===== config.mk =====
export PLATFORM = sky130hd
export DESIGN_NAME = ps2_guess_entry
export DESIGN_NICKNAME = d
export VERILOG_FILES = /design/src/rtl/ps2_guess_entry_pkg.sv /design/src/rtl/ps2_scan_to_digit.sv /design/src/rtl/ps2_guess_entry.sv
export SDC_FILE = /design/constraint.sdc
export NUM_CORES = 1
export LEC_CHECK = 0
export BUFFER_PORTS_ARGS = -buffer_cell sky130_fd_sc_hd__buf_2
export CELL_PAD_IN_SITES_DETAIL_PLACEMENT = 2
export CELL_PAD_IN_SITES_GLOBAL_PLACEMENT = 2
export CORE_ASPECT_RATIO = 1.1
export CORE_UTILIZATION = 26
export DETAILED_ROUTE_END_ITERATION = 10
export HOLD_SLACK_MARGIN = 0.12
export PLACE_DENSITY_LB_ADDON = 0.1
export RECOVER_POWER = 50
export SYNTH_ARGS = -nofsm -noshare
export SYNTH_HDL_FRONTEND = slang
export SYNTH_SLANG_ARGS = --single-unit

===== constraint.sdc =====
create_clock -name clk -period 2.4 [get_ports clk]
set_input_delay 0 -clock clk [delete_from_list [all_inputs] [get_ports clk]]
set_output_delay 0 -clock clk [all_outputs]
set_load 0.005 [all_outputs]

===== src/rtl/ps2_guess_entry_pkg.sv =====
// rtl/ps2_guess_entry_pkg.sv - scan-code constants, FSM states and sizing for PS/2 guess entry
package ps2_guess_entry_pkg;

    // Digits per guess; the count register is sized to hold 0..NUM_DIGITS.
    localparam int NUM_DIGITS = 3;
    localparam int CNT_W      = $clog2(NUM_DIGITS + 1);

    // PS/2 set-2 prefixes and control keys.
    localparam logic [7:0] KEY_BREAK_PFX = 8'hF0;
    localparam logic [7:0] KEY_EXT_PFX   = 8'hE0;
    localparam logic [7:0] KEY_ENTER_DEF = 8'h5A;
    localparam logic [7:0] KEY_BKSP_DEF  = 8'h66;

    // Prefix FSM: the *_BREAK states swallow the byte that follows an F0.
    typedef enum logic [1:0] {
        S_MAKE      = 2'd0,
        S_EXT       = 2'd1,
        S_BREAK     = 2'd2,
        S_EXT_BREAK = 2'd3
    } state_t;

endpackage


===== src/rtl/ps2_scan_to_digit.sv =====
// rtl/ps2_scan_to_digit.sv - combinational PS/2 scan code to decimal digit decoder
//   code_i     in  8  PS/2 make code
//   is_digit_o out 1  code is a main-row or numpad digit
//   digit_o    out 4  decoded BCD digit (0 when is_digit_o=0)
module ps2_scan_to_digit (
    input  logic [7:0] code_i,
    output logic       is_digit_o,
    output logic [3:0] digit_o
);

    always_comb begin
        is_digit_o = 1'b1;
        digit_o    = 4'd0;
        case (code_i)
            // main row
            8'h45: digit_o = 4'd0;
            8'h16: digit_o = 4'd1;
            8'h1E: digit_o = 4'd2;
            8'h26: digit_o = 4'd3;
            8'h25: digit_o = 4'd4;
            8'h2E: digit_o = 4'd5;
            8'h36: digit_o = 4'd6;
            8'h3D: digit_o = 4'd7;
            8'h3E: digit_o = 4'd8;
            8'h46: digit_o = 4'd9;
            // numpad
            8'h70: digit_o = 4'd0;
            8'h69: digit_o = 4'd1;
            8'h72: digit_o = 4'd2;
            8'h7A: digit_o = 4'd3;
            8'h6B: digit_o = 4'd4;
            8'h73: digit_o = 4'd5;
            8'h74: digit_o = 4'd6;
            8'h6C: digit_o = 4'd7;
            8'h75: digit_o = 4'd8;
            8'h7D: digit_o = 4'd9;
            default: is_digit_o = 1'b0;
        endcase
    end

endmodule


===== src/rtl/ps2_guess_entry.sv =====
// rtl/ps2_guess_entry.sv - PS/2 scan-code bytes to 3-digit Bulls-and-Cows guess
//   Optional macro DISTINCT_DIGITS_EN: reject a digit already present in the buffer.
//   clk, reset          clock, asynchronous active-high reset
//   scan_code/valid     received PS/2 byte with 1-cycle strobe
//   num1..num3          last submitted guess (held until next submit)
//   num_rdy             1-cycle strobe, new guess on num1..num3
//   entry_count         digits currently buffered
//   entry_err           1-cycle strobe, key rejected
//   led                 {entry_count, num_rdy_seen, entry_err_seen, last_digit}
module ps2_guess_entry
    import ps2_guess_entry_pkg::*;
#(
    parameter logic [7:0] KEY_ENTER = KEY_ENTER_DEF,
    parameter logic [7:0] KEY_BKSP  = KEY_BKSP_DEF
) (
    input  logic       clk,
    input  logic       reset,
    input  logic [7:0] scan_code,
    input  logic       scan_valid,
    output logic [3:0] num1,
    output logic [3:0] num2,
    output logic [3:0] num3,
    output logic       num_rdy,
    output logic [1:0] entry_count,
    output logic       entry_err,
    output logic [7:0] led
);

    state_t           state_q;
    logic [3:0]       slot_q [NUM_DIGITS];
    logic [CNT_W-1:0] count_q;
    logic [3:0]       num1_q, num2_q, num3_q, last_digit_q;
    logic             num_rdy_q, entry_err_q, rdy_seen_q, err_seen_q;

    logic       is_digit;
    logic [3:0] dec_digit;
    logic       full, dup;
    logic       enter_key, bksp_key, digit_key;

    ps2_scan_to_digit u_dec (
        .code_i     (scan_code),
        .is_digit_o (is_digit),
        .digit_o    (dec_digit)
    );

    assign full = (count_q == CNT_W'(NUM_DIGITS));

`ifdef DISTINCT_DIGITS_EN
    always_comb begin
        dup = 1'b0;
        for (int i = 0; i < NUM_DIGITS; i++) begin
            if ((CNT_W'(i) < count_q) && (slot_q[i] == dec_digit)) dup = 1'b1;
        end
    end
`else
    assign dup = 1'b0;
`endif

    // Enter is honoured both plain and E0-prefixed (numpad Enter); digits and
    // backspace only as plain make codes.
    assign enter_key = scan_valid && (scan_code == KEY_ENTER) &&
                       ((state_q == S_MAKE) || (state_q == S_EXT));
    assign bksp_key  = scan_valid && (scan_code == KEY_BKSP) && (state_q == S_MAKE);
    assign digit_key = scan_valid && is_digit && (state_q == S_MAKE);

    always_ff @(posedge clk or posedge reset) begin
        if (reset) begin
            state_q      <= S_MAKE;
            count_q      <= '0;
            num1_q       <= 4'd0;
            num2_q       <= 4'd0;
            num3_q       <= 4'd0;
            last_digit_q <= 4'd0;
            num_rdy_q    <= 1'b0;
            entry_err_q  <= 1'b0;
            rdy_seen_q   <= 1'b0;
            err_seen_q   <= 1'b0;
            for (int i = 0; i < NUM_DIGITS; i++) slot_q[i] <= 4'd0;
        end else begin
            num_rdy_q   <= 1'b0;
            entry_err_q <= 1'b0;

            if (scan_valid) begin
                case (state_q)
                    S_MAKE: begin
                        if (scan_code == KEY_BREAK_PFX)    state_q <= S_BREAK;
                        else if (scan_code == KEY_EXT_PFX) state_q <= S_EXT;
                    end
                    S_EXT: begin
                        if (scan_code == KEY_BREAK_PFX) state_q <= S_EXT_BREAK;
                        else                            state_q <= S_MAKE;
                    end
                    // released key code (even a prefix byte) is dropped here
                    default: state_q <= S_MAKE;
                endcase
            end

            if (enter_key) begin
                if (full) begin
                    num1_q     <= slot_q[0];
                    num2_q     <= slot_q[1];
                    num3_q     <= slot_q[2];
                    num_rdy_q  <= 1'b1;
                    rdy_seen_q <= 1'b1;
                    count_q    <= '0;
                end else begin
                    entry_err_q <= 1'b1;
                    err_seen_q  <= 1'b1;
                end
            end

            if (bksp_key && (count_q != '0)) count_q <= count_q - 1'b1;

            if (digit_key) begin
                if (full || dup) begin
                    entry_err_q <= 1'b1;
                    err_seen_q  <= 1'b1;
                end else begin
                    slot_q[count_q] <= dec_digit;
                    count_q         <= count_q + 1'b1;
                    last_digit_q    <= dec_digit;
                    rdy_seen_q      <= 1'b0;
                    err_seen_q      <= 1'b0;
                end
            end
        end
    end

    assign num1        = num1_q;
    assign num2        = num2_q;
    assign num3        = num3_q;
    assign num_rdy     = num_rdy_q;
    assign entry_err   = entry_err_q;
    assign entry_count = count_q;
    assign led         = {count_q, rdy_seen_q, err_seen_q, last_digit_q};

endmodule


==> impl_metrics.csv, run 1 <==
group,metric,value,unit
floorplanning,core-area,0.00800,sq mm
synthesis,synth_edf_count,0,
routing,wl_per_cell,16.6,microns
global_routing,grt_overflow,0,
synthesis,avgSynthCellArea,10.7,sq um
synthesis,synthFlopType,"dfrtp_1",
routing,post_drt_via_cell_ratio,4.79,
synthesis,yosys_warnings,0,
timing,fin_crit,2070,ps
global_routing,grt_max_degree,20,
power_and_ir_drop,pwr_density_cell,594,mW/mm^2
synthesis,yosys.area_share.adder,3.45,%
finish,nNetsFinal,261,
worst_setup_path,rr_startpoint,"entry_count[1]",
power_and_ir_drop,sw_frac_of_total,32.4,%
synthesis,syn_inst,204,
timing,finalHoldViolCount,0,
floorplanning,std_cell_rows,34,
clocking,cts_buffers,5,
finish,fin_util,32.1,%
global_routing,track_usage,14.8,%
clocking,htree_levels,2,
placement,hpwl,4650,microns
routing,vias,1690,
synthesis,synthesis.area,0.00217,sq mm
synthesis,yosys.area_share.xor_xnor,0.806,%
timing,setup_viol,0,
power_and_ir_drop,internal-power,0.00103,W
synthesis,synth.net_count,221,
timing,maxSlewViolCount,0,
timing,setup_tns,0,ps
worst_setup_path,crit_buf_inv,0,
synthesis,synth_top_cell_area_share,41.5,%
hold_path,hp-start,"scan_code[5]",
synthesis,async_flop_share,100,%
synthesis,ys_ff_latch,36,
synthesis,synth_top_family_by_area,"simple AND/OR/NAND/NOR gates",
global_routing,first_global_vias,1854,
synthesis,synth_top_area_cell,"dfrtp_1",
finish,stdcell_count,353,
clocking,cts_tree,"done",
power_and_ir_drop,combPwrFrac,25.6,%
timing,skew,5.89,ps
timing,rsz0062_at_grt,"false",
floorplanning,start_util,27.2,%
finish,design_area,0.00257,sq mm
worst_setup_path,crit_start,"entry_count[1]",
power_and_ir_drop,leakagePower,1.22,nW
synthesis,synth_mux_area_share,13.9,%
hold_path,hold_path_class,"input port to flop",
worst_setup_path,cp_data_arrival_time,2240,ps
power_and_ir_drop,seqPwrFrac,46.6,%
floorplanning,die_w,89.2,microns
worst_setup_path,cp_data_required_time,2570,ps
worst_setup_path,worstPathCellList,"ha_1, or3_1, a21oi_4, and2_4, mux2_4",
floorplanning,die_y,97.9,microns
global_routing,grt_pass1_wl,9820,microns
placement,place.gp.congestion,0.744,
job,maxCapViolCount,0,
routing,drc,0,
power_and_ir_drop,power,0.00153,W
routing,firstDrtPassIters,4,
placement,portBuffers,34,
worst_setup_path,end_kind,"flop",
routing,drtIter0Drc,42,
timing,max_slew_margin,48.1,%
power_and_ir_drop,switchingPower,0.000495,W
placement,place_area,0.00248,sq mm
worst_setup_path,cpPeakStageDelay,490,ps
status,status,"finished, final reports clean",
floorplanning,io_pins,35,
synthesis,yosys.cell_types.count,50,
clocking,cts_buffer_depth,2,
worst_setup_path,cp_max_fo,6,
synthesis,synth-simple-area-share,21.6,%
synthesis,synth_compound_area_share,12.9,%
timing,max_freq,484,MHz
floorplanning,die-area,0.00873,sq mm
finish,num_antenna_cells,0,
global_routing,grt_antenna_before_repair,0,
worst_setup_path,worstSetupPathType,"flop to flop",
worst_setup_path,critPathSlowestCell,"or3_1",
finish,area_growth,18.3,%
routing,finalWirelength,5880,microns
routing,ant_nets,0,
worst_setup_path,start_kind,"flop",
clocking,clock_latency,280,ps
power_and_ir_drop,vdd_ir_drop_max,0.000174,V
synthesis,ys_seq_area_share,41.5,%
timing,worstMarginPinSlew,778,ps
clocking,cts-root-buf,"clkbuf_8",
timing,fin_crit_sh,86.1,%
synthesis,synth.area.top_cells,"dfrtp_1 41%, mux2_2 7.3%, mux2_4 6.2%",
power_and_ir_drop,power_frac_clock,27.8,%
clocking,cts.sink_count,36,
placement,placed_cells,343,
finish,final_layout_size_suffix_gt1_share,31.8,%
clocking,cts.clk_slew.worst_paths,80,ps
worst_setup_path,crit_family,"simple AND/OR/NAND/NOR gates",
## stage by stage
stage / hold slack (ps) / setup slack [ps]
4_1_cts: 210 / 302
2_1_floorplan: 107 / 348
5_1_grt: 270 / 152
3_3_place_gp: 205 / 279
3_5_place_dp: 207 / 238
6_report: 209 / 333
## cells in the mapped netlist (4+ instances only)
library cell  count
ha_1              6
inv_1             9
or3_1             4
o21ai_0           8
nand2b_1          6
mux2_2           14
nand4_1           5
nand3_1           8
nand2_1          11
mux2_4            9
buf_2             9
nor2_1           14
buf_4             4
nand3b_1          5
dfrtp_1          36
nor2b_1           6
## area by class of cell
cell class                      count  area, sq um
Clock buffer                        5         68.8
Inverter                            9         33.8
Tap cell                          108          135
Fill cell                         941         5430
Multi-Input combinational cell    143         1140
Timing Repair Buffer               49          269
Clock inverter                      3         18.8
Sequential cell                    36          901
## tightest hold or removal path, cell delays in order
cell and delay [ps]:
buf_2 160, a31oi_1 190, a31oi_1 110
## cells in the final DEF (no fill, tap or decap), types with 3 or more instances in the layout
master,netlist,layout
nor2_1,14,14
nand4_1,5,5
or3_1,4,4
ha_1,6,6
a22o_1,3,3
nand3b_1,5,5
mux2_2,14,14
buf_4,4,11
inv_1,9,9
or3b_1,3,3
nand2b_1,6,6
dfrtp_1,36,36
nand3_1,8,8
clkbuf_8,0,5
nor3_1,3,3
nand2_1,11,11
nor2b_1,6,6
a21o_1,3,3
o21ai_0,8,8
mux2_4,9,9
clkbuf_1,1,11
buf_2,9,24
## per-layer routing
metal	GRT usage, %	vias to the layer above	wire [microns]
met1	19.3	850	2720
met5	0	-	0
met2	24.8	29	2910
li1	-	802	-
met3	1.78	9	134
met4	5.25	0	111
## kinds of logic after synthesis
kind of cell	count (synthesis)
and+or+nand+nor	79
DFF	36
AOI/OAI and AO/OA	32
buffers and inverters	25
muxes	24
adders and majority gates	6
xor gates and xnor gates	2
## final timing paths
path                            cells past startpoint         endpoint  slack, ps
worst max register to register                      5        slot_q[5]        330
worst max-delay path                                5        slot_q[5]        330
max in group asynchronous                           4          num_rdy       1200
worst min-delay path                                3  last_digit_q[0]        210
min in group asynchronous                           3   entry_count[1]        400
worst min register to register                      1       rdy_seen_q        480
## power by group through the flow
| stage | Clock [W] | Combinational (W) | Sequential [W] |
|---|---|---|---|
| floorplan | 0 | 0.000264 | 0.000723 |
| global placement | 0 | 0.000406 | 0.000726 |
| detailed placement | 0 | 0.000412 | 0.000727 |
| CTS | 0.000450 | 0.000417 | 0.000716 |
| global route | 0.000472 | 0.000448 | 0.000723 |
| finish | 0.000425 | 0.000391 | 0.000712 |
## timing repair
action | CTS | global route
hold endpoints to repair | 19 | 0
hold buffers | 2 | 0
resized for setup | 0 | 0
buffers inserted | 0 | 0
## state kept, by name (all words and copies together) (netlist names)
name,cells
entry_count,2
entry_err,1
err_seen_q,1
last_digit_q,4
num1,4
num2,4
num3,4
num_rdy,1
rdy_seen_q,1
slot_q,12
state_q,2
No activity file was read; power rests on OpenSTA's default activity.
==> run 2: changes to the inputs <==
--- a/config.mk
+++ b/config.mk
@@ -6,13 +6,10 @@
 export NUM_CORES = 1
 export LEC_CHECK = 0
 export BUFFER_PORTS_ARGS = -buffer_cell sky130_fd_sc_hd__buf_2
-export CELL_PAD_IN_SITES_DETAIL_PLACEMENT = 2
-export CELL_PAD_IN_SITES_GLOBAL_PLACEMENT = 2
 export CORE_ASPECT_RATIO = 1.1
 export CORE_UTILIZATION = 26
 export DETAILED_ROUTE_END_ITERATION = 10
 export HOLD_SLACK_MARGIN = 0.12
-export PLACE_DENSITY_LB_ADDON = 0.1
 export RECOVER_POWER = 50
 export SYNTH_ARGS = -nofsm -noshare
 export SYNTH_HDL_FRONTEND = slang
==> constraint.sdc (replaced) <==
create_clock -name clk -period 2.15 [get_ports clk]
set_input_delay 0 -clock clk [delete_from_list [all_inputs] [get_ports clk]]
set_output_delay 0 -clock clk [all_outputs]
set_load 0.005 [all_outputs]
==> run 2 against run 1 <==
Effect of this change: clock-buffer cell count up 2; critical endpoint is now slot_q[0]; via count down 1.5%; largest power group unchanged; critical path type unchanged; cell count up 1.7%.
==> impl_metrics.csv, run 2 (same netlist as run 1, synthesis figures left out) <==
group,metric,value,unit
finish,multi_input_area,0.00114,sq mm
finish,fillCellCount,870,
clocking,postCtsHoldBufs,3,
clocking,clock_latency,290,ps
worst_setup_path,worstSetupPathType,"flop to flop",
timing,maxSlewViolCount,0,
global_routing,track_usage,12.3,%
timing,worstMarginPinSlew,879,ps
finish,final_layout_size_suffix_gt1_share,33.9,%
routing,firstDrtPassIters,4,
finish,register_area,901,sq um
timing,max_freq,516,MHz
routing,wl_met3,166,microns
finish,top_register,"slot_q",
worst_setup_path,critPathSlowestCell,"or3_1",
finish,stdcell_count,359,
clocking,cts_resized,0,
finish,nNetsFinal,268,
floorplanning,die-area,0.00873,sq mm
floorplanning,core-area,0.00800,sq mm
clocking,cts_tree,"done",
routing,drt-met1-wl,2280,microns
hold_path,hold_path_class,"input port to flop",
finish,num_antenna_cells,0,
worst_setup_path,cpPeakStageDelay,480,ps
clocking,htree_levels,2,
timing,timing.final.ws_setup,213,ps
worst_setup_path,cp_data_arrival_time,2110,ps
global_routing,first_global_vias,1653,
finish,design_area,0.00264,sq mm
power_and_ir_drop,vdd_ir_drop_max,0.000214,V
routing,wl_met2,2230,microns
worst_setup_path,end_kind,"flop",
floorplanning,die_w,89.2,microns
clocking,cts_setup_buffers,0,
floorplanning,start_util,27.2,%
timing,finalHoldViolCount,0,
worst_setup_path,cp_max_fo,6,
routing,post_drt_via_cell_ratio,4.64,
timing,setup_viol,0,
floorplanning,die_y,97.9,microns
worst_setup_path,start_kind,"flop",
routing,drtIter0Drc,73,
routing,ant_nets,0,
worst_setup_path,cp_data_required_time,2320,ps
finish,largest_reg_flops,12,
placement,hpwl,3740,microns
floorplanning,io_pins,35,
clocking,cts_buffer_depth,2,
timing,setup_tns,0,ps
routing,drc,0,
floorplanning,std_cell_rows,34,
placement,placed_cells,349,
placement,portBuffers,34,
timing,fin_crit,1940,ps
power_and_ir_drop,pwr_density_cell,668,mW/mm^2
routing,wl_per_cell,13.3,microns
timing,holdWs,205,ps
power_and_ir_drop,leakagePower,1.27,nW
finish,area_growth,21.5,%
clocking,cts-root-buf,"clkbuf_8",
finish,final_common_cell,"dfrtp_1",
global_routing,grt_max_degree,37,
timing,max_slew_margin,41.4,%
status,status,"finished, final reports clean",
timing,skew,9.02,ps
global_routing,grt_antenna_before_repair,0,
finish,final_cell_mix,"36 x dfrtp_1, 25 x buf_2, 18 x buf_4",
clocking,cts.clk_slew.worst_paths,70,ps
job,maxCapViolCount,0,
global_routing,grt_overflow,0,
worst_setup_path,worstPathCellList,"ha_1, or3_1, a21oi_4, buf_4, nand2_4, mux2_4",
placement,place_ws,119,ps
global_routing,grt_pass1_wl,8270,microns
clocking,cts.sink_count,36,
timing,rsz0062_at_grt,"false",
timing,fin_crit_sh,90.1,%
placement,place_area,0.00253,sq mm
placement,place.gp.congestion,0.878,
routing,vias,1665,
clocking,cts_buffers,5,
routing,highest_layer,"met4",
routing,finalWirelength,4790,microns
==> run 2: changes by cell type in the layout (fill, tap and decap cells not counted) <==
cell	delta
clkinv_2	-2
clkbuf_1	-2
buf_2	+1
clkbuf_8	+2
clkinv_4	-1
buf_4	+7
dlygate4sd3_1	+1
==> run 2: cell type report <==
type,count,area share (%)
multi-input cells,143,43.4
flip-flops and latches,36,34.1
repair buffers,56,12.5
well taps,108,5.12
clock buffers,7,3.65
inverters,9,1.28
==> run 2: metrics by stage <==
step	util, %	power, W
after global routing	33.0	0.00186
after CTS	33.2	0.00179
after global placement	31.6	0.00125
final	33.0	0.00176
after floorplan	-	0.00110
after detailed placement	31.6	0.00126
==> run 2: where the power goes <==
group | switching (W) | leakage, nW | internal, W
Combinational | 0.000245 | 0.723 | 0.000204
Sequential | 0.0000440 | 0.493 | 0.000746
Clock | 0.000240 | 0.0503 | 0.000286
==> run 2: layer usage <==
layer,track usage [%],vias to the layer above
met5,0,-
met4,5.01,0
met3,2.70,10
met2,19.7,34
met1,15.9,801
li1,-,820
==> run 2: critical path: cells and delay by family (launching register included) <==
kind,cells,cell delay [ps]
buffers and inverters,1,140
DFF,1,380
muxes,1,300
and+or+nand+nor,2,540
AOI/OAI and AO/OA,1,190
adders and majority gates,1,270
==> run 2: path summary, 6_finish.rpt <==
check / from / end / slack [ps] / cells past startpoint
setup reg to reg: entry_count[0] / slot_q[0] / 210 / 6
setup / recovery: entry_count[0] / slot_q[0] / 210 / 6
min in group asynchronous: reset / state_q[1] / 520 / 4
hold reg to reg: rdy_seen_q / rdy_seen_q / 480 / 1
max in group asynchronous: reset / slot_q[9] / 1080 / 4
hold / removal: scan_code[5] / state_q[0] / 200 / 4
